### config.mk
export PLATFORM = sky130hd
export DESIGN_NAME = dcache_direct_mapped_flat
export DESIGN_NICKNAME = d
export VERILOG_FILES = /design/src/rtl/dcache_direct_mapped_if.sv /design/src/rtl/dcache_direct_mapped.sv /design/src/flat_wrapper.sv
export SDC_FILE = /design/constraint.sdc
export NUM_CORES = 1
export LEC_CHECK = 0
export ABC_AREA = 1
export CORE_MARGIN = 2
export CORE_UTILIZATION = 60
export CTS_CLUSTER_SIZE = 24
export DETAILED_ROUTE_END_ITERATION = 12
export MAX_ROUTING_LAYER = met4
export PLACE_DENSITY = 0.8
export SLEW_MARGIN = 10
export SYNTH_ARGS = -nofsm -noshare
export SYNTH_HDL_FRONTEND = slang
export SYNTH_SLANG_ARGS = --single-unit
### constraint.sdc
create_clock -name CLK -period 3.35 [get_ports CLK]
set_clock_uncertainty 0.1 [all_clocks]
set_input_delay 0.335 -clock CLK [delete_from_list [all_inputs] [get_ports CLK]]
set_output_delay 0.335 -clock CLK [all_outputs]
set_load 0.01 [all_outputs]
### src/rtl/dcache_direct_mapped_if.sv
// Bus bundles for the direct-mapped data cache: CPU byte port and memory block port.
// Signal names follow the existing CPU/memory netlist.

interface dcache_cpu_if;
   logic       READ;
   logic       WRITE;
   logic [7:0] ADDRESS;
   logic [7:0] WRITE_DATA;
   logic [7:0] READ_DATA;
   logic       BUSYWAIT;

   modport master (output READ, WRITE, ADDRESS, WRITE_DATA, input READ_DATA, BUSYWAIT);
   modport slave  (input READ, WRITE, ADDRESS, WRITE_DATA, output READ_DATA, BUSYWAIT);
endinterface

interface dcache_mem_if;
   logic        mem_read;
   logic        mem_write;
   logic [5:0]  mem_address;
   logic [31:0] mem_writedata;
   logic [31:0] mem_readdata;
   logic        mem_busywait;

   modport master (output mem_read, mem_write, mem_address, mem_writedata,
                   input mem_readdata, mem_busywait);
   modport slave  (input mem_read, mem_write, mem_address, mem_writedata,
                   output mem_readdata, mem_busywait);
endinterface

### src/rtl/dcache_direct_mapped.sv
// Direct-mapped write-back, write-allocate data cache: 8 lines of 4 bytes,
// byte-wide CPU side, block-wide memory side, stalls the CPU while a miss is serviced.

module dcache_direct_mapped (
   input  logic         CLK,
   input  logic         RESET,
   dcache_cpu_if.slave  cpu_bus,
   dcache_mem_if.master mem_bus
);

   typedef enum logic [1:0] {IDLE, WRITEBACK, FETCH, UPDATE} state_e;

   state_e      state_q;
   logic        valid_q [8];
   logic        dirty_q [8];
   logic [2:0]  tag_q   [8];
   logic [31:0] data_q  [8];

   logic [2:0]  miss_tag_q;
   logic [2:0]  miss_idx_q;
   logic [31:0] fill_q;

   logic        mem_read_q;
   logic        mem_write_q;
   logic [5:0]  mem_address_q;
   logic [31:0] mem_writedata_q;

   logic [2:0]  addr_tag;
   logic [2:0]  addr_idx;
   logic [1:0]  addr_off;
   logic [31:0] cur_line;
   logic [31:0] line_wdata_d;
   logic        req;
   logic        hit;

   assign addr_tag = cpu_bus.ADDRESS[7:5];
   assign addr_idx = cpu_bus.ADDRESS[4:2];
   assign addr_off = cpu_bus.ADDRESS[1:0];
   assign cur_line = data_q[addr_idx];
   assign req      = cpu_bus.READ | cpu_bus.WRITE;
   assign hit      = valid_q[addr_idx] && (tag_q[addr_idx] == addr_tag);

   assign cpu_bus.BUSYWAIT  = req && !(state_q == IDLE && hit);
   assign cpu_bus.READ_DATA = cur_line[{addr_off, 3'b000} +: 8];

   // Store-hit merge: the addressed byte of the current line replaced by the CPU byte.
   always_comb begin
      line_wdata_d = cur_line;
      line_wdata_d[{addr_off, 3'b000} +: 8] = cpu_bus.WRITE_DATA;
   end

   assign mem_bus.mem_read      = mem_read_q;
   assign mem_bus.mem_write     = mem_write_q;
   assign mem_bus.mem_address   = mem_address_q;
   assign mem_bus.mem_writedata = mem_writedata_q;

   // NOTE: all state, including the line storage, is updated with non-blocking
   // assignments so every read in this block sees pre-edge values.
   always_ff @(posedge CLK) begin
      if (RESET) begin
         state_q         <= IDLE;
         miss_tag_q      <= '0;
         miss_idx_q      <= '0;
         fill_q          <= '0;
         mem_read_q      <= 1'b0;
         mem_write_q     <= 1'b0;
         mem_address_q   <= '0;
         mem_writedata_q <= '0;
         // NOTE: the storage is a flop array, not a RAM, so clearing it on reset
         // is legal and required for a deterministic empty cache.
         for (int i = 0; i < 8; i++) begin
            valid_q[i] <= 1'b0;
            dirty_q[i] <= 1'b0;
            tag_q[i]   <= '0;
            data_q[i]  <= '0;
         end
      end else begin
         case (state_q)
            IDLE: begin
               if (req && !hit) begin
                  miss_tag_q <= addr_tag;
                  miss_idx_q <= addr_idx;
                  if (valid_q[addr_idx] && dirty_q[addr_idx]) begin
                     state_q         <= WRITEBACK;
                     mem_write_q     <= 1'b1;
                     mem_address_q   <= {tag_q[addr_idx], addr_idx};
                     mem_writedata_q <= cur_line;
                  end else begin
                     state_q       <= FETCH;
                     mem_read_q    <= 1'b1;
                     mem_address_q <= cpu_bus.ADDRESS[7:2];
                  end
               end else if (cpu_bus.WRITE && hit) begin
                  // WRITE wins over a simultaneous READ.
                  data_q[addr_idx]  <= line_wdata_d;
                  dirty_q[addr_idx] <= 1'b1;
               end
            end
            WRITEBACK: begin
               if (!mem_bus.mem_busywait) begin
                  state_q       <= FETCH;
                  mem_write_q   <= 1'b0;
                  mem_read_q    <= 1'b1;
                  mem_address_q <= {miss_tag_q, miss_idx_q};
               end
            end
            FETCH: begin
               if (!mem_bus.mem_busywait) begin
                  state_q    <= UPDATE;
                  mem_read_q <= 1'b0;
                  fill_q     <= mem_bus.mem_readdata;
               end
            end
            UPDATE: begin
               state_q             <= IDLE;
               data_q[miss_idx_q]  <= fill_q;
               tag_q[miss_idx_q]   <= miss_tag_q;
               valid_q[miss_idx_q] <= 1'b1;
               dirty_q[miss_idx_q] <= 1'b0;
            end
            default: state_q <= IDLE;
         endcase
      end
   end

endmodule
### src/flat_wrapper.sv
// flat-port wrapper written by rule: the top's interface ports become plain ports
module dcache_direct_mapped_flat 
  (CLK, RESET, cpu_bus_READ, cpu_bus_WRITE, cpu_bus_ADDRESS, cpu_bus_WRITE_DATA, cpu_bus_READ_DATA, cpu_bus_BUSYWAIT, mem_bus_mem_read, mem_bus_mem_write, mem_bus_mem_address, mem_bus_mem_writedata, mem_bus_mem_readdata, mem_bus_mem_busywait);
  dcache_cpu_if cpu_bus_i ();
  dcache_mem_if mem_bus_i ();
  input  logic CLK;
  input  logic RESET;
  input wire logic [$bits(cpu_bus_i.READ)-1:0] cpu_bus_READ;
  input wire logic [$bits(cpu_bus_i.WRITE)-1:0] cpu_bus_WRITE;
  input wire logic [$bits(cpu_bus_i.ADDRESS)-1:0] cpu_bus_ADDRESS;
  input wire logic [$bits(cpu_bus_i.WRITE_DATA)-1:0] cpu_bus_WRITE_DATA;
  output wire logic [$bits(cpu_bus_i.READ_DATA)-1:0] cpu_bus_READ_DATA;
  output wire logic [$bits(cpu_bus_i.BUSYWAIT)-1:0] cpu_bus_BUSYWAIT;
  output wire logic [$bits(mem_bus_i.mem_read)-1:0] mem_bus_mem_read;
  output wire logic [$bits(mem_bus_i.mem_write)-1:0] mem_bus_mem_write;
  output wire logic [$bits(mem_bus_i.mem_address)-1:0] mem_bus_mem_address;
  output wire logic [$bits(mem_bus_i.mem_writedata)-1:0] mem_bus_mem_writedata;
  input wire logic [$bits(mem_bus_i.mem_readdata)-1:0] mem_bus_mem_readdata;
  input wire logic [$bits(mem_bus_i.mem_busywait)-1:0] mem_bus_mem_busywait;
  assign cpu_bus_i.READ = cpu_bus_READ;
  assign cpu_bus_i.WRITE = cpu_bus_WRITE;
  assign cpu_bus_i.ADDRESS = cpu_bus_ADDRESS;
  assign cpu_bus_i.WRITE_DATA = cpu_bus_WRITE_DATA;
  assign cpu_bus_READ_DATA = cpu_bus_i.READ_DATA;
  assign cpu_bus_BUSYWAIT = cpu_bus_i.BUSYWAIT;
  assign mem_bus_mem_read = mem_bus_i.mem_read;
  assign mem_bus_mem_write = mem_bus_i.mem_write;
  assign mem_bus_mem_address = mem_bus_i.mem_address;
  assign mem_bus_mem_writedata = mem_bus_i.mem_writedata;
  assign mem_bus_i.mem_readdata = mem_bus_mem_readdata;
  assign mem_bus_i.mem_busywait = mem_bus_mem_busywait;
  dcache_direct_mapped u_core (.CLK(CLK), .RESET(RESET), .cpu_bus(cpu_bus_i), .mem_bus(mem_bus_i));
endmodule
==> results.yml <==
outcome:
  status: "completed"
timing:
  max_slew_margin: 0.306
  rsz0062_at_grt: "false"
  worst_pin_slew_ns: 1.04
  setup_violations: 0
  hold_violations: 0
  period_needed_ns: 3.12
  maxSlewViolCount: 0
  setup_tns_ns: 0
  fin_crit_sh: 0.932
  timing.fmax_ghz: 0.320
die:
  coreArea_um2: 27900
  fp.dieArea_um2: 29900
  pin_count: 102
  die_y_um: 173
  start_util: 0.614
  placementRows: 61
  die_w_um: 173
setup_path:
  slowest_stage: "clkdlybuf4s50_1"
  r2r_setup_slack_ns: 0.76
  reg2reg_depth: 10
  end_kind: "output pin"
  worst_setup_path_start_kind: "input pin"
  r2r-start: "u_core.state_q[1]"
  crit_path_end: "cpu_bus_READ_DATA[3]"
  slowest_delay_ns: 0.59
  cp.required_ns: 2.91
  rr_endpoint: "u_core.data_q[5][31]"
  path_class: "input pin to output pin"
  crit_start: "cpu_bus_ADDRESS[2]"
  crit_path_max_fanout: 45
  cp.arrival_ns: 2.69
  cp_cell_sequence: "buf_4 > inv_4 > buf_12 > buf_12 > o21ai_0 > o22ai_1 > nand2_1 > nand2_1 > o21ai_0 > o22ai_1 > clkdlybuf4s50_1"
clock_tree:
  clkTransAtPathRegs_ns: 0.06
  clk_latency_ns: 0.53
  cts_tree: "yes"
  cts.hold.buffers_added: 0
  cts.sinks: 376
  h-tree-depth: 2
  cts_inserted_buffers: 39
  cts_resized: 0
  post_cts_buffers: 0
  cts_buffer_depth: 3
  root_buffer: "clkbuf_16"
synth:
  synth_compound_area_frac: 0.113
  yosys.cell_types.count: 25
  synth_area_per_cell_um2: 8.94
  synth_xor_xnor_area_share: 0
  synth-seq-cells: 376
  synthMuxAreaShare: 0
  synth_fa_ha_area_frac: 0.00657
  ys_seq_area_frac: 0.607
  yosys.area_share.simple: 0.220
  synthesis.area_um2: 17100
  synth_top_family_by_area: "simple AND/OR/NAND/NOR gates"
  yosysTopAreaCell: "edfxtp_1"
  postSynthCellCount: 1918
  synth_top_area_share: 0.504
  ys_warn_count: 0
  synth_nets: 1980
  synthTopCellsByArea: "edfxtp_1 (50%), nor2_1 (12%), dfxtp_1 (10%)"
route:
  vias: 14391
  viasPerCell: 5.93
  wl_mm: 49.0
  drtIter0Drc: 1824
  ant_nets: 0
  wl_per_cell_um: 20.2
  first_pass_iters: 6
  drc_errors: 0
power_and_ir_drop:
  p_leak_nw: 7.94
  ir_worst_vdd_uv: 482
  power.density_nw_per_um2: 589
global_routing:
  grt-ovfl-total: 0
  grt_pass1_vias: 13968
  track_usage: 0.338
  grt_max_degree: 99
  antenna_found_initial: 0
  grt_first_pass_wirelength_mm: 76.6
cells_and_area:
  nets: 2084
  fin_area_um2: 20000
  multi_input_area_um2: 5840
  n_fill_cell: 2084
  syn_to_final_growth_pct: 16.8
  regArea_um2: 10400
  antenna_cells: 0
  drive_above_1_share: 0.0722
placed_design:
  dpl_cell_area_um2: 18900
  io_buffers: 101
  routabilityCongestion: 0.992
  dp_hpwl_mm: 31.7
worst_hold_path:
  min_path_type: "input pin to flop"
flow_run:
  cap_viol_max_count: 0
[state kept, by name (all words and copies together), names as in the netlist]
name and cells:
u_core.data_q 256, u_core.dirty_q 8, u_core.fill_q 32, u_core.mem_bus.mem_address 6, u_core.mem_bus.mem_read 1, u_core.mem_bus.mem_write 1
u_core.mem_bus.mem_writedata 32, u_core.miss_idx_q 3, u_core.miss_tag_q 3, u_core.state_q 2, u_core.tag_q 24, u_core.valid_q 8
[Yosys cell counts]
library cell	count
clkbuf_1	77
or2_2	1
o22ai_1	75
nand4_1	5
nor2_1	539
inv_1	72
inv_2	1
ha_1	9
nand3b_1	1
buf_2	13
nand3_1	81
clkinv_1	9
buf_6	13
o21ai_0	202
nand2_4	6
a21oi_1	58
o21ai_1	32
nor3_1	2
buf_1	10
nand2_1	326
dfxtp_1	88
o21ai_2	1
edfxtp_1	288
nor4_1	1
buf_4	8
[power breakdown]
group / internal, W / switching (W) / leakage (nW)
logic: 0.000703 / 0.00156 / 3.68
registers: 0.00534 / 0.000168 / 3.69
clock network: 0.00227 / 0.00174 / 0.569
[how the worst min path moves through the flow]
stage                                   from                end  slack, ns  depth (start not counted)
floorplan                  u_core.valid_q[0]  u_core.valid_q[0]       0.32                          2
global placement           u_core.valid_q[0]  u_core.valid_q[0]       0.33                          2
detailed placement         u_core.valid_q[1]  u_core.valid_q[1]       0.35                          2
CTS                 mem_bus_mem_readdata[16]  u_core.fill_q[16]       0.28                          3
global route        mem_bus_mem_readdata[17]  u_core.fill_q[17]       0.31                          3
finish              mem_bus_mem_readdata[16]  u_core.fill_q[16]       0.28                          3
[metal layers]
| metal | up-vias | wire [um] | GRT usage | part of all wire |
|---|---|---|---|---|
| met4 | 0 | 2370 | 0.161 | 0.048 |
| met5 | - | 0 | - | 0 |
| li1 | 6650 | - | - | - |
| met2 | 768 | 25200 | 0.577 | 0.51 |
| met3 | 161 | 3940 | 0.0363 | 0.080 |
| met1 | 6812 | 17500 | 0.404 | 0.36 |
[critical path, delay by kind of cell]
family                 cells  cell delay, ns
buffers and inverters      5            1.37
AO/OA/AOI/OAI              4            0.63
AND/OR/NAND/NOR            2            0.31
[area by class of cell]
cell class / count / area share
Clock buffer: 51 / 0.0520
Clock inverter: 18 / 0.00581
Inverter: 82 / 0.0155
Multi-Input combinational cell: 1339 / 0.292
Sequential cell: 376 / 0.520
Tap cell: 378 / 0.0236
Timing Repair Buffer: 184 / 0.0912
[metrics by stage]
stage | worst slack, ns | power, W | instances | hold slack [ns] | utilization
after detailed placement | 0.0661 | 0.00780 | 2359 | 0.350 | 0.675
after global placement | -0.00483 | 0.00774 | 2359 | 0.333 | 0.675
after floorplan | 0.397 | 0.00689 | 1918 | 0.322 | -
final | 0.227 | 0.0118 | 2428 | 0.282 | 0.717
after global routing | 0.115 | 0.0122 | 2428 | 0.309 | 0.717
after CTS | 0.322 | 0.0117 | 2428 | 0.276 | 0.717
[placed cells by master (no fill, tap or decap), types with 19 or more instances in the layout]
cell type,Yosys,final
a21oi_1,58,58
buf_4,8,68
clkbuf_16,0,39
clkdlybuf4s50_1,0,99
clkinv_1,9,19
dfxtp_1,88,88
edfxtp_1,288,288
inv_1,72,70
nand2_1,326,325
nand3_1,81,81
nor2_1,539,538
o21ai_0,202,202
o21ai_1,32,32
o22ai_1,75,75
[logic make-up after synthesis]
group	count (synthesis)
AO/OA/AOI/OAI	368
adder cells (fa/ha/maj)	9
buffers and inverters	203
flip-flops	376
AND/OR/NAND/NOR	962
No activity file was read; power rests on OpenSTA's default activity.
